<file path="config.mk">
export PLATFORM = sky130hd
export DESIGN_NAME = fp_pipe_scoreboard
export DESIGN_NICKNAME = d
export VERILOG_FILES = /design/src/rtl/fp_pipe_scoreboard.sv
export SDC_FILE = /design/constraint.sdc
export NUM_CORES = 1
export LEC_CHECK = 0
export BUFFER_PORTS_ARGS = -buffer_cell sky130_fd_sc_hd__buf_2
export CORE_UTILIZATION = 44
export CTS_BUF_LIST = sky130_fd_sc_hd__clkbuf_8
export CTS_CLUSTER_DIAMETER = 100
export CTS_CLUSTER_SIZE = 14
export DETAILED_ROUTE_END_ITERATION = 8
export PLACE_DENSITY = 0.77
export SYNTH_ARGS = -nofsm -noshare
export SYNTH_HDL_FRONTEND = slang
export SYNTH_SLANG_ARGS = --single-unit
</file>
<file path="constraint.sdc">
create_clock -name clk -period 1.5 [get_ports clk]
set_input_delay 0.15 -clock clk [delete_from_list [all_inputs] [get_ports clk]]
set_output_delay 0.15 -clock clk [all_outputs]
set_load 0.02 [all_outputs]
</file>
<file path="src/rtl/fp_pipe_scoreboard.sv">
// fp_pipe_scoreboard
// -------------------
// Scoreboard for the FPU pipeline. It records the destination register and
// write enable of the FP instruction held in each of the stages E1, E2, E3
// and W. Each cycle it compares the sources of the instruction in IU decode
// against those stages. From that comparison it produces stall and
// forwarding controls. It also holds an fdiv/fsqrt in E1 for the extra
// cycles the divider needs.
//
// Ports:
//   clk, clrn                  pipeline clock, asynchronous active-low reset
//   id_valid                   decode holds a valid FP-arith instruction
//   id_fc                      FP operation code
//   id_fs, id_ft               source registers a / b
//   id_use_fs, id_use_ft       instruction reads fs / ft (ft includes swc1 data)
//   id_fd, id_wf               destination register and its write enable
//   e1n/e2n/e3n/wn             destination register per stage
//   e1w/e2w/e3w/ww             write enable per stage
//   fwdfa, fwdfb               select the E3 result for operand a / b
//   stl_fp, stl_div, stl       data-hazard stall, divider-busy stall, and their OR
//   div_cnt                    remaining extra divider cycles (debug)
module fp_pipe_scoreboard #(
  parameter int          DIV_CYCLES = 4,
  parameter logic [2:0]  FC_DIV     = 3'b011,
  parameter logic [2:0]  FC_SQRT    = 3'b111
) (
  input  logic       clk,
  input  logic       clrn,
  input  logic       id_valid,
  input  logic [2:0] id_fc,
  input  logic [4:0] id_fs,
  input  logic [4:0] id_ft,
  input  logic       id_use_fs,
  input  logic       id_use_ft,
  input  logic [4:0] id_fd,
  input  logic       id_wf,
  output logic [4:0] e1n,
  output logic [4:0] e2n,
  output logic [4:0] e3n,
  output logic [4:0] wn,
  output logic       e1w,
  output logic       e2w,
  output logic       e3w,
  output logic       ww,
  output logic       fwdfa,
  output logic       fwdfb,
  output logic       stl_fp,
  output logic       stl_div,
  output logic       stl,
  output logic [2:0] div_cnt
);

  // Reload value for the extra-cycle counter; 0 when DIV_CYCLES is 1, so a
  // divide then flows like any other op.
  localparam logic [2:0] DIV_INIT = 3'(DIV_CYCLES - 1);

  // A stage matches a register only if that stage actually writes it.
  function automatic logic hit(input logic w, input logic [4:0] n, input logic [4:0] r);
    return w & (n == r);
  endfunction

  logic [4:0] e1n_r, e2n_r, e3n_r, wn_r;
  logic       e1w_r, e2w_r, e3w_r, ww_r;
  logic [2:0] div_cnt_r;

  logic chk_a_s, chk_b_s;
  logic stl_fp_s, stl_div_s, stl_s;
  logic fwdfa_s, fwdfb_s;
  logic issue_s, is_div_s;

  // Hazard compare, stall and forwarding decode against the current stages.
  // A W-stage match needs no action because the regfile writes through.
  always_comb begin
    chk_a_s   = id_valid & id_use_fs;
    chk_b_s   = id_valid & id_use_ft;
    stl_fp_s  = (chk_a_s & (hit(e1w_r, e1n_r, id_fs) | hit(e2w_r, e2n_r, id_fs))) |
                (chk_b_s & (hit(e1w_r, e1n_r, id_ft) | hit(e2w_r, e2n_r, id_ft)));
    stl_div_s = (div_cnt_r != 3'd0);
    stl_s     = stl_fp_s | stl_div_s;
    fwdfa_s   = chk_a_s & hit(e3w_r, e3n_r, id_fs) & ~stl_fp_s;
    fwdfb_s   = chk_b_s & hit(e3w_r, e3n_r, id_ft) & ~stl_fp_s;
    issue_s   = id_valid & ~stl_s;
    is_div_s  = (id_fc == FC_DIV) | (id_fc == FC_SQRT);
  end

  // Stage advance. While the divider is busy, E1 is frozen, E2 takes a
  // bubble and E3/W keep draining.
  always_ff @(posedge clk or negedge clrn) begin
    if (!clrn) begin
      e1n_r     <= 5'd0;
      e2n_r     <= 5'd0;
      e3n_r     <= 5'd0;
      wn_r      <= 5'd0;
      e1w_r     <= 1'b0;
      e2w_r     <= 1'b0;
      e3w_r     <= 1'b0;
      ww_r      <= 1'b0;
      div_cnt_r <= 3'd0;
    end else if (div_cnt_r == 3'd0) begin
      wn_r  <= e3n_r;
      ww_r  <= e3w_r;
      e3n_r <= e2n_r;
      e3w_r <= e2w_r;
      e2n_r <= e1n_r;
      e2w_r <= e1w_r;
      if (issue_s) begin
        e1n_r <= id_fd;
        e1w_r <= id_wf;
        if (is_div_s) begin
          div_cnt_r <= DIV_INIT;
        end else begin
          div_cnt_r <= 3'd0;
        end
      end else begin
        e1n_r     <= 5'd0;
        e1w_r     <= 1'b0;
        div_cnt_r <= 3'd0;
      end
    end else begin
      wn_r      <= e3n_r;
      ww_r      <= e3w_r;
      e3n_r     <= e2n_r;
      e3w_r     <= e2w_r;
      e2n_r     <= 5'd0;
      e2w_r     <= 1'b0;
      div_cnt_r <= div_cnt_r - 3'd1;
    end
  end

  assign e1n     = e1n_r;
  assign e2n     = e2n_r;
  assign e3n     = e3n_r;
  assign wn      = wn_r;
  assign e1w     = e1w_r;
  assign e2w     = e2w_r;
  assign e3w     = e3w_r;
  assign ww      = ww_r;
  assign div_cnt = div_cnt_r;
  assign stl_fp  = stl_fp_s;
  assign stl_div = stl_div_s;
  assign stl     = stl_s;
  assign fwdfa   = fwdfa_s;
  assign fwdfb   = fwdfb_s;

endmodule

</file>
; ---- Word level (Yosys, flattened, before mapping)
; Cells that the tools add are included.
[totals]
word_cells = 49
input_bits = 24
output_inout_bits = 32
regBits = 27
[op_classes]
n_mux = 7
bitwise = 22
n_addsub = 1
n_eq_ne = 8
n_reduce_logical = 2
[ops]
columns = operator, count
row1 = equality test 5 bit, 6
row2 = bitwise AND 1 bit, 15
row3 = 2-to-1 mux 5 bit, 2
row4 = 2-to-1 mux 3 bit, 2
row5 = OR 1 bit, 5
row6 = equality test 3 x 2 -> 1 bit (second input constant), 1
row7 = equality test 3 bit (second input constant), 1
row8 = logical NOT 3 bit, 1
row9 = nonzero test 3 bit, 1
row10 = subtractor 3 x 1 -> 3 bit (second input constant), 1
row11 = 2-to-1 mux 1 bit, 2
row12 = 2-to-1 mux 2 bit, 1
row13 = inverter 1 bit, 2

; ---- Depth between registers and ports, before layout
; Gate-level depths: netlist of the first run.
[depth]
depth_word = 10
ltp_mapped = 8
ltp_nobuf = 7

; ---- Worst setup path after synthesis of the first run
; OpenSTA, ideal clock, no wires.
[synth_path]
path_type = reg-to-output
startpoint = reg div_cnt_r[0] (netlist: div_cnt[0])
endpoint = out stl
setup_slack_ps = -513
arrival_ps = 1863
stages_incl_launch_ff = 7
t_required_ps = 1350
n_path_buf = 1
path_cell_list = dfrtp_1 > inv_1 > ha_1 > ha_1 > buf_2 > clkinv_1 > or3_2
[synth_via]
elab_chain_len = 2
[synth_rtl]
columns = element, line
row1 = from (decl), 64  ; logic [2:0] div_cnt_r;
row2 = from (signal assigned), 126  ; div_cnt_r <= div_cnt_r - 3'd1;
row3 = nonzero test 3 bit, 78  ; stl_div_s = (div_cnt_r != 3'd0);
row4 = via stl_div, 48  ; output logic stl_div,
row5 = OR 1 bit, 79  ; stl_s = stl_fp_s | stl_div_s;
row6 = to (decl), 49  ; output logic stl,
; The timed path passes the listed nets, and every way through them passes these cells.

; ---- Final worst setup path of the first run
[layout_path]
startpoint = reg e1n_r[4] (netlist: e1n[4])
endpoint = out fwdfb
[layout_via]
elab_chain_len = 7
word_cells_on_any_way = 11
classes_between = eq/ne (2) / bitwise (9)
[layout_rtl]
columns = element, line
row1 = from (decl), 62  ; logic [4:0] e1n_r, e2n_r, e3n_r, wn_r;
row2 = from (signal assigned), 107  ; e1n_r <= id_fd;
row3 = equality test 5 bit, 59  ; return w & (n == r);
row4 = bitwise AND 1 bit, 59
row5 = "OR 1 bit, on equally long branches", "76, 77"
row6 = "bitwise AND 1 bit, on equally long branches", "76, 77"
row7 = OR 1 bit (*), 76  ; stl_fp_s = (chk_a_s & (hit(e1w_r, e1n_r, id_fs) | hit(e2w_r, e2n_r, id_fs))) |
row8 = inverter 1 bit (*), 81  ; fwdfb_s = chk_b_s & hit(e3w_r, e3n_r, id_ft) & ~stl_fp_s;
row9 = bitwise AND 1 bit (*), 81
row10 = to (decl), 46  ; output logic fwdfb,
; Mark *: on every way between the ends. The rest lies on a longest branch, timed or not.

==> results.sh, run 1 <==
export IMPL_status="finished, violations left"
export IMPL_violations="setup timing"
export IMPL_dpl_hpwl_um=2510
export IMPL_place_area_um2=1760
export IMPL_ys_ff_latch=27
export IMPL_dr_pass1_iters=4
export IMPL_clock_latency_ns=0.27
export IMPL_die_h_um=55.8
export IMPL_fin_crit_ns=1.87
export IMPL_relSlewSlack_pct=60.2
export IMPL_syn_nets=136
export IMPL_track_usage_pct=23.8
export IMPL_syn_inst=109
export IMPL_pre_cts_slack_ns=-0.171
export IMPL_slowest_stage="dfrtp_2"
export IMPL_setup_tns_ns=-3.35
export IMPL_seqPwrFrac_pct=32.6
export IMPL_finalWirelength_um=3540
export IMPL_die_w_um=55.8
export IMPL_dp_cells=214
export IMPL_route_detailed_drc=0
export IMPL_grt_overflow=0
export IMPL_start_util_pct=46.1
export IMPL_tritoncts="yes"
export IMPL_htreeDepth=1
export IMPL_cp_end_kind="output port"
export IMPL_cp_depth=6
export IMPL_intPower_mw=2.18
export IMPL_viasPerCell=5.24
export IMPL_layout_setup_ws_ns=-0.368
export IMPL_antenna_found_initial=0
export IMPL_critPathRequiredTime_ns=1.35
export IMPL_grt_pass1_wl_um=5550
export IMPL_setup_viol=12
export IMPL_p_leak_nw=0.981
export IMPL_syn_avg_cell_area_um2=11.7
export IMPL_yosysWarnings=0
export IMPL_r2r_cells=8
export IMPL_synth_seq_area_share_pct=53.1
export IMPL_grt_max_degree=28
export IMPL_rsz0062_at_grt="true"
export IMPL_final_layout_size_suffix_gt1_share_pct=62.6
export IMPL_area_delta_synth_final_pct=59.4
export IMPL_diodes=0
export IMPL_pwr_share_clk_pct=11.4
export IMPL_fin_nets=223
export IMPL_hold_class="in2reg"
export IMPL_wl_per_cell_um=15.7
export IMPL_drv_cap=0
export IMPL_die_area_um2=3110
export IMPL_cts_path_max_buffers=2
export IMPL_vias=1184
export IMPL_startpoint_type="register"
export IMPL_crit_arrival_ns=1.72
export IMPL_crit_fanout=3
export IMPL_ir_worst_vdd_v=0.00126
export IMPL_gp_congestion=0.945
export IMPL_path_cells="xnor2_2, nand4_1, o22ai_2, or2_4, nor3_4, buf_6"
export IMPL_portBuffers=54
export IMPL_max_stage_delay_ns=0.46
export IMPL_grt_pass1_vias=1242
export IMPL_clk_pin_slew_ns=0.09
export IMPL_cts_root_buffer="clkbuf_8"
export IMPL_std_cell_rows=19
export IMPL_power_frac_comb_pct=56.0
export IMPL_finalHoldViolations=0
export IMPL_worst_slew_pin_slew_ns=0.597
export IMPL_p_sw_share_pct=40.1
export IMPL_fin_cells=226
export IMPL_post_route_period_util_pct=125
export IMPL_syn_area_um2=1270
export IMPL_numCtsBuffers=3
export IMPL_antenna_left=0
export IMPL_yosysUniqueCellTypes=19
export IMPL_fill_cells=189
export IMPL_final_area_um2=2030
export IMPL_drt_initial_drc_count=20
export IMPL_cts_sinks=27
export IMPL_holdPathStages=3
export IMPL_worst_hold_slack_ns=0.105
export IMPL_cp_top_family="simple AND/OR/NAND/NOR gates"
export IMPL_crit_buf_inv=1
export IMPL_power_density_nw_per_um2=1800
export IMPL_coreArea_um2=2760
export IMPL_clock_skew_ns=0.00136
export IMPL_worstSetupPathType="reg2out"
export IMPL_slew_viol_final=0
export IMPL_p_switching_mw=1.46
export IMPL_boundaryPins=56
export IMPL_fmax_mhz=535
cells in the mapped netlist (all sizes together):
library cell | count | area [um2]
and2 | 5 | 31.3
buf | 2 | 16.3
clkinv | 1 | 3.75
dfrtp | 27 | 676
ha | 3 | 37.5
inv | 6 | 22.5
nand2 | 6 | 22.5
nand4 | 12 | 75.1
nor2 | 2 | 7.51
nor3 | 2 | 21.3
nor4 | 1 | 6.26
o22ai | 5 | 31.3
o2bb2ai | 5 | 43.8
or2 | 1 | 6.26
or3 | 1 | 7.51
xnor2 | 26 | 228
xor2 | 4 | 35.0
flip-flops by register name, summed over array words and instances, names as in the netlist:
register / flops
div_cnt: 3
e1n: 5
e1w: 1
e2n: 5
e2w: 1
e3n: 5
e3w: 1
wn: 5
ww: 1
routing by layer:
metal / track usage, % / vias to the layer above / share of wire [%]
li1: - / 550 / -
met3: 4.42 / 10 / 4.9
met1: 27.3 / 567 / 39
met5: 0 / - / 0
met2: 41.1 / 57 / 54
met4: 13.9 / 0 / 2.2
worst paths after layout:
check                              startpoint                   end  slack [ns]
max in group asynchronous                clrn  div_cnt[1]$_DFF_PN0_        0.66
hold / removal                       id_fd[0]    e1n[0]$_DFFE_PN0N_        0.11
min in group asynchronous                clrn       wn[4]$_DFF_PN0_        0.42
setup reg to reg           e1n[1]$_DFFE_PN0N_    e1n[1]$_DFFE_PN0N_       -0.26
hold reg to reg              e2n[1]$_DFF_PN0_      e3n[1]$_DFF_PN0_        0.46
setup / recovery           e1n[4]$_DFFE_PN0N_                 fwdfb       -0.37
kinds of logic after synthesis:
kind of cell | share of synthesized area [%]
xor gates and xnor gates | 20.7
adders and majority gates | 2.95
DFF | 53.1
and+or+nand+nor | 14.0
AOI/OAI and AO/OA | 5.91
buffers and inverters | 3.35
through the flow:
stage,power (mW),utilization [%]
after floorplan,2.08,-
after global placement,2.73,63.8
after detailed placement,2.79,63.8
after CTS,3.49,71.5
final,3.64,73.5
after global routing,3.83,73.5
worst min-delay path: cells and delay by family:
family,cells,cell delay [ns]
buf+inv,1,0.10
compound gates,1,0.05
simple gates,1,0.05
area by class of cell:
type                       instances  area, um2  share of cell area (%)
clock buffer                       3       41.3                    2.04
inverter                           7       31.3                    1.54
sequential                        27        691                    34.1
timing repair buffer              84        529                    26.1
clock inverter                     1       5.00                   0.247
multi-input combinational         73        689                    34.0
tap                               31       38.8                    1.91
power groups by stage:
stage          Sequential [mW]  Clock, mW  Combinational, mW
6_report                  1.19      0.415               2.04
4_1_cts                   1.18      0.420               1.89
5_1_grt                   1.21      0.459               2.16
3_5_place_dp              1.18          0               1.61
3_3_place_gp              1.16          0               1.56
2_1_floorplan             1.48          0              0.596
repair_timing:
| item | in CTS | in global routing |
|---|---|---|
| hold buffers | 1 | 0 |
| pin swaps | 10 | 5 |
| endpoints found under the hold margin | 27 | 0 |
| endpoints found under the setup margin | 13 | 13 |
| buffers inserted | 4 | 3 |
| gates resized for setup | 27 | 4 |
cell usage in the layout (no fill, tap or decap), drive strengths merged, types with 3 or more instances in the layout:
cell type / count
xor2: 4
buf: 83
o22ai: 5
xnor2: 26
and2: 5
nand2: 6
ha: 3
nand4: 12
dfrtp: 27
o2bb2ai: 5
inv: 6
clkbuf: 3
Note: power is estimated with default switching activity, not from simulation.
==> run 2: changes to the inputs <==
Settings changed: REMOVE_ABC_BUFFERS set to 1.
==> results.sh, run 2 (same netlist as run 1, synthesis figures left out) <==
export IMPL_critPathRequiredTime_ns=1.35
export IMPL_die_w_um=55.8
export IMPL_worstSetupPathType="reg2out"
export IMPL_grt_pass1_vias=1172
export IMPL_tritoncts="yes"
export IMPL_cts_root_buffer="clkbuf_8"
export IMPL_drt_initial_drc_count=26
export IMPL_setup_tns_ns=-2.42
export IMPL_clock_skew_ns=0.00587
export IMPL_gp_congestion=0.903
export IMPL_r2r_start="e2n[0]$_DFF_PN0_"
export IMPL_die_area_um2=3110
export IMPL_start_util_pct=46.1
export IMPL_p_leak_nw=1.00
export IMPL_grt_pass1_wl_um=5650
export IMPL_fin_cells=227
export IMPL_utilization_pct=74.9
export IMPL_boundaryPins=56
export IMPL_cp_end_kind="output port"
export IMPL_antenna_found_initial=0
export IMPL_fin_crit_ns=1.90
export IMPL_dp_cells=213
export IMPL_portBuffers=54
export IMPL_max_stage_delay_ns=0.45
export IMPL_status="finished, violations left"
export IMPL_ff2ff_setup_slack_ns=-0.14
export IMPL_area_delta_synth_final_pct=62.5
export IMPL_diodes=0
export IMPL_rsz0062_at_grt="true"
export IMPL_layout_setup_ws_ns=-0.403
export IMPL_fmax_mhz=525
export IMPL_crit_fanout=3
export IMPL_std_cell_rows=19
export IMPL_min_from="id_fd[2]"
export IMPL_final_common_cell="buf_2"
export IMPL_relSlewSlack_pct=59.0
export IMPL_crit_arrival_ns=1.75
export IMPL_fin_nets=224
export IMPL_ir_worst_vdd_v=0.00170
export IMPL_power_density_nw_per_um2=1810
export IMPL_numCtsBuffers=3
export IMPL_startpoint="e1n[2]$_DFFE_PN0N_"
export IMPL_r2r_cells=7
export IMPL_grt_overflow=0
export IMPL_worstReg2RegEnd="div_cnt[1]$_DFF_PN0_"
export IMPL_most_common_layout_cells="buf_2, buf_4, dfrtp_1"
export IMPL_clock_latency_ns=0.28
export IMPL_wl_per_cell_um=16.9
export IMPL_worst_slew_pin_slew_ns=0.615
export IMPL_dr_pass1_iters=6
export IMPL_cts_path_max_buffers=2
export IMPL_dpl_hpwl_um=2470
export IMPL_die_h_um=55.8
export IMPL_htreeDepth=1
export IMPL_clk_pin_slew_ns=0.10
export IMPL_route_detailed_drc=0
export IMPL_grt_max_degree=28
export IMPL_antenna_left=0
export IMPL_path_cells="xnor2_2, nand4_1, o22ai_2, or2_4, nor3_4, buf_6"
export IMPL_slew_viol_final=0
export IMPL_setup_viol=12
export IMPL_final_layout_size_suffix_gt1_share_pct=60.2
export IMPL_pre_cts_slack_ns=-0.176
export IMPL_slowest_stage="dfrtp_2"
export IMPL_finalHoldViolations=0
export IMPL_startpoint_type="register"
export IMPL_track_usage_pct=24.1
export IMPL_coreArea_um2=2760
export IMPL_worst_hold_slack_ns=0.110
export IMPL_vias=1180
export IMPL_whs_endpoint="e1n[2]$_DFFE_PN0N_"
export IMPL_fill_cells=176
export IMPL_finalWirelength_um=3830
export IMPL_viasPerCell=5.20
export IMPL_hold_class="in2reg"
export IMPL_violations="setup timing"
export IMPL_holdPathStages=3
export IMPL_post_route_period_util_pct=127
export IMPL_cts_sinks=27
export IMPL_drv_cap=0
[run 2: cell count changes in the layout (fill, tap and decap cells not counted), moves of 2 or more]
cell | before | now
buf_12 | 0 | 2
dfrtp_1 | 15 | 22
dfrtp_2 | 12 | 5
o2bb2ai_2 | 3 | 5
xnor2_1 | 23 | 21
xnor2_2 | 3 | 5
[run 2: layer usage]
layer,wire (um),vias up,global-route usage (%)
met2,1920,48,40.4
met4,116,0,11.4
met3,234,13,3.72
li1,-,550,-
met1,1560,569,30.6
met5,0,-,0
[run 2: per-stage QoR]
| step | cell area, um2 | power [mW] |
|---|---|---|
| 3_3_place_gp | 1720 | 2.68 |
| 4_1_cts | 1930 | 3.46 |
| 3_5_place_dp | 1720 | 2.74 |
| 6_report | 2070 | 3.73 |
| 5_1_grt | 2070 | 3.92 |
| 2_1_floorplan | 1250 | 2.00 |
[run 2: how the worst max path moves through the flow]
stage	depth (start not counted)	to	slack (ns)
6_report	6	fwdfb	-0.40
5_1_grt	6	fwdfb	-0.46
4_1_cts	5	fwdfb	-0.34
3_5_place_dp	6	fwdfa	-0.18
3_3_place_gp	6	stl	-0.14
2_1_floorplan	5	stl	-0.54
[run 2: repair_timing]
| item | CTS | global route |
|---|---|---|
| hold buffers | 1 | 0 |
| pin swaps | 15 | 12 |
| setup buffers | 6 | 3 |
| hold endpoints to repair | 27 | 0 |
| resized for setup | 25 | 21 |
| setup endpoints to repair | 13 | 13 |
[run 2: where the power goes]
| group | leakage, nW | switching, mW | internal, mW |
|---|---|---|---|
| Combinational | 0.626 | 1.05 | 1.07 |
| Clock | 0.0217 | 0.244 | 0.189 |
| Sequential | 0.355 | 0.222 | 0.961 |
[run 2: critical path, delay by kind of cell, from the launching register on]
family	cells	cell delay, ns
buf+inv	1	0.14
flops	1	0.45
simple gates	3	0.62
compound gates	1	0.11
xor+xnor	1	0.15
[run 2: area by class of cell]
class                      instances  area [um2]  area share [%]
tap                               31        38.8            1.88
inverter                           7        31.3            1.51
multi-input combinational         73         703            34.0
clock inverter                     1        7.51           0.363
timing repair buffer              85         562            27.2
sequential                        27         682            33.0
clock buffer                       3        41.3            2.00
